$ cat src/rtl/program_loader.sv
// Streams little-endian program bytes into instruction memory, zero-fills
// the rest of memory, then releases the CPU from reset and starts it.
//
// Ports:
//   clk_i, rst_i (async, active-low)
//   load_req_i, len_i          : start a load of len_i words
//   byte_valid_i, byte_i       : byte source, handshakes with byte_ready_o
//   imem_we_o/addr_o/wdata_o   : instruction memory write port
//   cpu_rst_o, start_o         : CPU control
//   busy_o, done_o, err_o      : status
module program_loader #(
  parameter int DEPTH = 256,
  parameter int AW    = 8
) (
  input  logic          clk_i,
  input  logic          rst_i,
  input  logic          load_req_i,
  input  logic [AW:0]   len_i,
  input  logic          byte_valid_i,
  input  logic [7:0]    byte_i,
  output logic          byte_ready_o,
  output logic          imem_we_o,
  output logic [AW-1:0] imem_addr_o,
  output logic [31:0]   imem_wdata_o,
  output logic          cpu_rst_o,
  output logic          start_o,
  output logic          busy_o,
  output logic          done_o,
  output logic          err_o
);

  localparam logic [AW:0] DEPTH_W = (AW+1)'(DEPTH);

  typedef enum logic [2:0] {
    IDLE, RECV, WRITE, FILL, RUN
  } state_e;

  state_e      state_q, state_d;
  logic [AW:0] len_q, len_d;
  logic [AW:0] cnt_q, cnt_d;
  logic [1:0]  bidx_q, bidx_d;
  logic [31:0] word_q, word_d;
  logic        done_q, done_d;
  logic        err_q, err_d;

  logic        req_ok;
  logic [AW:0] cnt_inc;

  assign req_ok  = (len_i != '0) && (len_i <= DEPTH_W);
  assign cnt_inc = cnt_q + 1'b1;

  always_ff @(posedge clk_i or negedge rst_i) begin
    if (!rst_i) begin
      state_q <= IDLE;
      len_q   <= '0;
      cnt_q   <= '0;
      bidx_q  <= '0;
      word_q  <= '0;
      done_q  <= 1'b0;
      err_q   <= 1'b0;
    end else begin
      state_q <= state_d;
      len_q   <= len_d;
      cnt_q   <= cnt_d;
      bidx_q  <= bidx_d;
      word_q  <= word_d;
      done_q  <= done_d;
      err_q   <= err_d;
    end
  end

  always_comb begin
    state_d      = state_q;
    len_d        = len_q;
    cnt_d        = cnt_q;
    bidx_d       = bidx_q;
    word_d       = word_q;
    done_d       = 1'b0;
    err_d        = 1'b0;
    byte_ready_o = 1'b0;
    imem_we_o    = 1'b0;
    imem_addr_o  = '0;
    imem_wdata_o = '0;
    cpu_rst_o    = 1'b1;
    start_o      = 1'b0;
    busy_o       = 1'b0;
    unique case (state_q)
      IDLE, RUN: begin
        if (state_q == RUN) begin
          start_o   = 1'b1;
          cpu_rst_o = 1'b0;
        end
        if (load_req_i) begin
          if (req_ok) begin
            len_d   = len_i;
            cnt_d   = '0;
            bidx_d  = '0;
            state_d = RECV;
          end else begin
            err_d = 1'b1;
          end
        end
      end
      RECV: begin
        byte_ready_o = 1'b1;
        busy_o       = 1'b1;
        if (byte_valid_i) begin
          word_d[{bidx_q, 3'b000} +: 8] = byte_i;
          bidx_d = bidx_q + 2'd1;
          if (bidx_q == 2'd3) state_d = WRITE;
        end
      end
      WRITE: begin
        busy_o       = 1'b1;
        imem_we_o    = 1'b1;
        imem_addr_o  = cnt_q[AW-1:0];
        imem_wdata_o = word_q;
        cnt_d        = cnt_inc;
        if (cnt_inc < len_q) begin
          state_d = RECV;
        end else if (cnt_inc == DEPTH_W) begin
          state_d = RUN;
          done_d  = 1'b1;
        end else begin
          state_d = FILL;
        end
      end
      FILL: begin
        busy_o      = 1'b1;
        imem_we_o   = 1'b1;
        imem_addr_o = cnt_q[AW-1:0];
        cnt_d       = cnt_inc;
        if (cnt_inc == DEPTH_W) begin
          state_d = RUN;
          done_d  = 1'b1;
        end
      end
      default: state_d = IDLE;
    endcase
  end

  assign done_o = done_q;
  assign err_o  = err_q;

endmodule

$ cat config.mk
export PLATFORM = sky130hd
export DESIGN_NAME = program_loader
export DESIGN_NICKNAME = d
export VERILOG_FILES = /design/src/rtl/program_loader.sv
export SDC_FILE = /design/constraint.sdc
export NUM_CORES = 1
export LEC_CHECK = 0
export ABC_AREA = 1
export CAP_MARGIN = 25
export CELL_PAD_IN_SITES_DETAIL_PLACEMENT = 0
export CELL_PAD_IN_SITES_GLOBAL_PLACEMENT = 2
export CORE_ASPECT_RATIO = 0.75
export CORE_MARGIN = 2
export CORE_UTILIZATION = 29
export CTS_CLUSTER_DIAMETER = 150
export DETAILED_ROUTE_END_ITERATION = 10
export PLACE_DENSITY_LB_ADDON = 0.1
export SYNTH_ARGS = -nofsm -noshare
export SYNTH_HDL_FRONTEND = slang
export SYNTH_SLANG_ARGS = --single-unit
$ cat constraint.sdc
create_clock -name clk_i -period 2.45 [get_ports clk_i]
set_clock_uncertainty 0.05 [all_clocks]
set_input_delay 0.3675 -clock clk_i [delete_from_list [all_inputs] [get_ports clk_i]]
set_output_delay 0.3675 -clock clk_i [all_outputs]
set_load 0.02 [all_outputs]
==> results of run 1 <==
==> layout by cell type (no fill, tap or decap), types with 4 or more instances in the layout <==
cell type        instances
nand2_2                  6
nand3_1                 28
buf_4                   14
o21ai_0                 49
dfrtp_1                 57
a21oi_1                  6
clkdlybuf4s50_1         34
clkbuf_1                 4
ha_1                    16
nand4_1                 20
dlygate4sd2_1           32
inv_1                   82
nor2_4                   6
nor2_1                  55
nand2_1                 49
o22ai_1                  7
clkbuf_16                9
==> kinds of logic (layout without fill, tap and decap cells) <==
kind of cell | Yosys count | count (layout) | synth area share, %
buffers and inverters | 97 | 180 | 11.7
adders and majority gates | 16 | 16 | 6.25
DFF | 57 | 57 | 44.6
AOI/OAI and AO/OA | 66 | 66 | 11.1
and+or+nand+nor | 174 | 174 | 26.3
==> final timing paths <==
| check | end | cells after the start |
|---|---|---|
| max | start_o | 4 |
| min | word_q[25] | 2 |
| max reg2reg | state_q[2] | 13 |
| min reg2reg | len_q[5] | 2 |
| max in group asynchronous | word_q[16] | 2 |
| min in group clk_i | len_q[5] | 2 |
==> worst max-delay path, delay by kind of cell, from the launching register on <==
family / cells / cell delay [ns]
buffers and inverters: 2 / 0.76
flip-flops: 1 / 0.44
AND/OR/NAND/NOR: 2 / 0.36
==> through the flow <==
stage	power, mW	util (%)
after floorplan	2.68	-
after global placement	3.41	37.7
after detailed placement	3.41	37.7
after CTS	4.45	39.6
after global routing	4.80	39.6
final	4.40	39.6
==> what timing repair did <==
action	in CTS	in global routing
gates cloned	0	0
resized for setup	33	1
endpoints found under the setup margin	32	8
buffers inserted	0	0
pin swaps	0	0
==> layer usage <==
layer	vias to the layer above	track usage [%]
met1	1287	25.7
met2	58	20.1
met5	-	0
met4	0	4.44
li1	1461	-
met3	9	4.48
==> state kept, by name, summed over array words and instances, names as in the netlist <==
signal	cells
bidx_q	2
cnt_q	9
done_o	1
err_o	1
len_q	9
state_q	3
word_q	32
==> cell usage after synthesis (2+ instances only) <==
cell      instances  share of area [%]
inv_1            83                9.7
dfrtp_1          57                 45
nor2_1           55                6.5
nand2_1          49                5.7
o21ai_0          49                7.7
nand3_1          28                4.4
nand4_1          20                3.9
ha_1             16                6.3
clkbuf_1          7               0.82
o22ai_1           7                1.4
a21oi_1           6               0.94
nand2_2           6                1.2
nor2_4            6                2.1
nor3_1            4               0.63
buf_2             3               0.47
buf_4             2               0.47
inv_2             2               0.23
nand2_4           2               0.70
nor2_2            2               0.39
==> where the power goes <==
group / internal, mW / switching (mW) / total, mW
combinational: 0.637 / 1.22 / 1.85
clock: 0.669 / 0.390 / 1.06
sequential: 1.32 / 0.164 / 1.48
total: 2.63 / 1.77 / 4.40
==> final cells by class <==
cell class | instances | area (um^2) | share of cell area, %
well taps | 140 | 175 | 4.07
repair buffers | 81 | 731 | 17.0
clock inverters | 1 | 5.00 | 0.116
clock buffers | 13 | 240 | 5.59
multi-input cells | 256 | 1400 | 32.6
inverters | 85 | 319 | 7.42
flip-flops and latches | 57 | 1430 | 33.2
==> key figures, run 1 <==
Placed design
  • Pre-CTS setup slack: 0.191 ns
  • Port Buf Inserts: between 60 and 70
  • Post-DP HPWL: about 6600 um
  • Global placement routability congestion: about 0.78
  • Dpl cells: between 600 and 700
  • Placement Cell Area: 4090 um^2

Detailed routing
  • First DRT Iteration DRCs: 223
  • Remaining antenna violation count: 0
  • DRC viols: 0
  • Met3 wire length: around 460 um
  • Vias per std cell: about 4.4
  • Routed met1 length: between 4000 and 5000 um
  • DRT Pass-1 Iters: 5
  • Met2 WL post-DR: between 3000 and 4000 um
  • Avg WL per Cell: 14.0 um
  • Routed vias: 2,815
  • Max Used Layer: met4
  • DRT Wirelength: just under 9000 um

Job
  • Max_cap viols: 0

STA
  • Final Hold Fails: 0
  • Slew Viols, Final: 0
  • Hold Slack: between 0.15 and 0.2 ns
  • Setup WS post-layout: ~0.15 ns
  • TNS Setup: 0 ns
  • Setup violations, final: 0
  • Tmin final: approximately 2.3 ns
  • Worst slew margin: approximately half
  • RSZ-0062 raised after global routing: no
  • Slew @ Worst Pin: 0.755 ns
  • Max frequency: 0.435 GHz
  • Final period util: a little over nine tenths

Critical path
  • R2R setup slack: approximately 0.23 ns
  • CP required: a little over 2 ns
  • CP cell instances: nor2_1, inv_1, nor2_1, clkdlybuf4s50_1
  • Worst setup EP type: output port
  • WP data arrival: between 1.5 and 2 ns
  • Most frequent CP cell: nor2_1
  • Crit Path Class: reg -> out
  • Slowest-stage cell, CP: clkdlybuf4s50_1
  • Crit path launch type: flop
  • R2R Path Start: cnt_q[0]
  • Setup crit start: state_q[0]
  • CP peak stage delay: approximately 0.64 ns
  • Worst Path Max Fanout: 5

GRT
  • Vias in the first global route: between 2k and 3k
  • Grt ovf: 0
  • Total track usage: around 16%
  • Largest net degree at the start of global routing: 58
  • First-pass GRT wire length: between 10,000 and 15,000 um
  • Initial antenna violation count: 0

Synthesis
  • Seq cells post-synth: 57
  • Mapped Nets: roughly 450
  • Yosys cell types: 25
  • Sequential area share after synthesis: approximately 45%
  • Ys flop type: dfrtp_1
  • Post-synth EDFFs: 0
  • Share of flip-flops with an asynchronous set or reset: 100%
  • Cell Area, Synth: between 3000 and 4000 um^2
  • Cell count after synthesis: 410
  • Warning count from the yosys run: 0
  • Synthesized area per cell: 7.81 um^2

Finish
  • Layout cell share with drive strength beyond 1: slightly below 10%
  • Filler cell count: about 1.2k
  • Layout Nets: about 530
  • Post-route cell area: approximately 4300 um^2
  • Area delta synth->final: 34.4%
  • Ant diodes: 0
  • Post-route insts no fill: ~630

Clock network
  • CTS tree: yes
  • Clock sink count: 57
  • CTS root buf: clkbuf_16
  • Clk slew on worst S/H paths: roughly 0.05 ns
  • CTS Hold Bufs: 0
  • H-Tree Depth: 3
  • Clock latency on the worst-skew pair: 0.32 ns
  • CTS Buffer Depth: 2
  • Inserted Clock Buffers: 9

Die
  • Total die area: 11,900 um^2
  • Rows: 33
  • Die Width: roughly 130 um
  • I/O pin total: just under 70
  • Die Y-Extent: 95.0 um
  • Initial Utilization: 29.5%
  • Core ar.: between 10,000 and 15,000 um^2

Power and ir drop
  • Leak Pwr: ~2.2 nW
  • PwrDens: ~1000 nW/um^2
  • Max VDD drop: 395 uV

Hold path
  • HP Class: in -> async

Status
  • Status: finished, final reports clean
(Power assumes the default switching activity.)
==> inputs of run 2 (changes only) <==
Clock period 2.45 ns to 2.43 ns, I/O delays scaled along.
==> key figures, run 2 (synthesis gave the netlist of run 1 again) <==
Placed design
  • Port Buf Inserts: 67 (unchanged)
  • Post-DP HPWL: 6540 um (was 6550 um)
  • Dpl cells: 619 (unchanged)
  • Global placement routability congestion: 0.767 (was 0.782)

Power and ir drop
  • Switching share of power: 40.1% (was 40.3%)
  • Power Internal: 2.71 mW (was 2.63 mW)
  • Pwr Total: 4.53 mW (was 4.40 mW)
  • Gate power share: 41.4% (was 42.2%)
  • Clock power frac: 25.6% (was 24.1%)
  • Max VDD drop: 401 uV (was 395 uV)
  • Net Switching: 1.81 mW (was 1.77 mW)
  • Leak Pwr: 2.20 nW (was 2.18 nW)
  • Reg power frac: 33.0% (was 33.7%)
  • PwrDens: 1040 nW/um^2 (was 1020 nW/um^2)

Critical path
  • CP required: 2.02 ns (was 2.03 ns)
  • RR Endpoint: state_q[0] (was state_q[2])
  • Worst setup EP type: output port (unchanged)
  • R2R Path Start: cnt_q[0] (unchanged)
  • Crit path launch type: flop (unchanged)
  • Worst Path Max Fanout: 14 (was 5)
  • WP data arrival: 1.90 ns (was 1.88 ns)
  • Worst-case reg-to-reg path depth: 16 (was 13)
  • R2R setup slack: 0.22 ns (was 0.23 ns)
  • Crit Path Class: reg -> out (unchanged)

Finish
  • Most common cell after layout, fill and taps aside: inv_1 (unchanged)
  • Max FFs per register: 32 (unchanged)
  • Largest registers: word_q x32, cnt_q x9, len_q x9 (unchanged)
  • Footprint of the multi-input gates: 1410 um^2 (was 1400 um^2)
  • Area delta synth->final: 35.4% (was 34.4%)
  • Filler cell count: 1,181 (was 1,190)
  • Most frequent cells in the layout: inv_1, dfrtp_1, nor2_1, nand2_1, o21ai_0 (unchanged)
  • Reg with most FFs: word_q (unchanged)
  • Layout cell share with drive strength beyond 1: 10.7% (was 9.74%)
  • Ant diodes: 0 (unchanged)
  • Post-route insts no fill: 635 (was 633)
  • Layout Nets: 527 (unchanged)
  • Final core occ: 39.9% (was 39.6%)
  • Reg area: 1430 um^2 (unchanged)

Detailed routing
  • DRC viols: 0 (unchanged)
  • DRT Wirelength: 8760 um (was 8860 um)
  • Vias per std cell: 4.48 (was 4.45)
  • Routed vias: 2,844 (was 2,815)
  • DRT Pass-1 Iters: 4 (was 5)
  • Avg WL per Cell: 13.8 um (was 14.0 um)
  • First DRT Iteration DRCs: 191 (was 223)
  • Remaining antenna violation count: 0 (unchanged)

Die
  • Core ar.: 10,900 um^2 (unchanged)
  • Die Y-Extent: 95.0 um (unchanged)
  • Die Width: 125 um (unchanged)
  • Total die area: 11,900 um^2 (unchanged)
  • Rows: 33 (unchanged)
  • Initial Utilization: 29.5% (unchanged)
  • I/O pin total: 68 (unchanged)

STA
  • Slew Viols, Final: 0 (unchanged)
  • Worst slew margin: 49.1% (was 49.7%)
  • Final period util: 95.3%
  • Final Hold Fails: 0 (unchanged)
  • Tmin final: around 2.3 ns
  • Max frequency: 0.432 GHz
  • Hold Slack: 0.142 ns (was 0.151 ns)
  • TNS Setup: 0 ns (unchanged)
  • RSZ-0062 raised after global routing: no (unchanged)
  • Slew @ Worst Pin: 0.764 ns (was 0.755 ns)
  • Setup violations, final: 0 (unchanged)

GRT
  • Vias in the first global route: 2,728 (was 2,714)
  • Grt ovf: 0 (unchanged)
  • Total track usage: 15.9% (was 16.0%)
  • Initial antenna violation count: 0 (unchanged)
  • Largest net degree at the start of global routing: 58 (unchanged)
  • First-pass GRT wire length: 14,400 um (was 14,600 um)

Clock network
  • Inserted Clock Buffers: 9 (unchanged)
  • Clock latency on the worst-skew pair: 0.33 ns (was 0.32 ns)
  • CTS root buf: clkbuf_16 (unchanged)
  • Clock sink count: 57 (unchanged)
  • H-Tree Depth: 3 (unchanged)
  • CTS Buffer Depth: 2 (unchanged)
  • Post-CTS Setup Inserts: 0 (unchanged)
  • Clk slew on worst S/H paths: 0.05 ns (about the same)
  • CTS tree: yes (unchanged)

Job
  • Max_cap viols: 0 (unchanged)

Status
  • Status: finished, final reports clean (unchanged)

Hold path
  • HP Class: in -> async (unchanged)
run 2: metal layers:
| metal | track usage, % | up-vias | share of wire (%) |
|---|---|---|---|
| met3 | 4.31 | 11 | 5.7 |
| met5 | 0 | - | 0 |
| li1 | - | 1463 | - |
| met4 | 5.83 | 0 | 1.7 |
| met2 | 20.2 | 64 | 37 |
| met1 | 24.9 | 1306 | 56 |
run 2: what timing repair did:
item                       4_1_cts  5_1_grt
setup endpoints to repair       34        1
resized for setup               34        1
pin swaps                        0        0
hold buffers                     0        0
run 2: worst max path at each step:
stage               cells after the start  startpoint  slack, ns          endpoint
detailed placement                      5  state_q[2]       0.17  imem_wdata_o[13]
floorplan                              17    cnt_q[0]       0.36        state_q[0]
global placement                        5  state_q[2]       0.14  imem_wdata_o[13]
finish                                  4  state_q[2]       0.11    imem_addr_o[0]
global route                           16    cnt_q[0]      0.001        state_q[0]
CTS                                     4  state_q[2]       0.09    imem_addr_o[0]
run 2: critical path: stages (launching register included):
cell             delay (ns)
dfrtp_1                0.44
nor2_1                 0.22
inv_2                  0.16
nor2_1                 0.13
clkdlybuf4s50_1        0.61
run 2: power groups by stage:
stage | Sequential, mW | Combinational, mW | Clock (mW)
detailed placement | 1.50 | 1.94 | 0
finish | 1.49 | 1.88 | 1.16
CTS | 1.49 | 1.91 | 1.20
floorplan | 1.47 | 1.23 | 0
global placement | 1.50 | 1.93 | 0
global route | 1.54 | 2.16 | 1.24
run 2: layout make-up:
class | instances | share of cell area, %
repair buffers | 81 | 16.9
flip-flops and latches | 57 | 32.9
clock inverters | 3 | 0.347
multi-input cells | 256 | 32.5
inverters | 85 | 7.36
well taps | 140 | 4.04
clock buffers | 13 | 6.01
run 2: stage by stage:
step | instance area [um^2] | worst slack (ns)
after floorplan | 3200 | 0.359
after global placement | 4090 | 0.139
after detailed placement | 4090 | 0.165
after CTS | 4330 | 0.0913
after global routing | 4330 | 0.00104
final | 4330 | 0.114
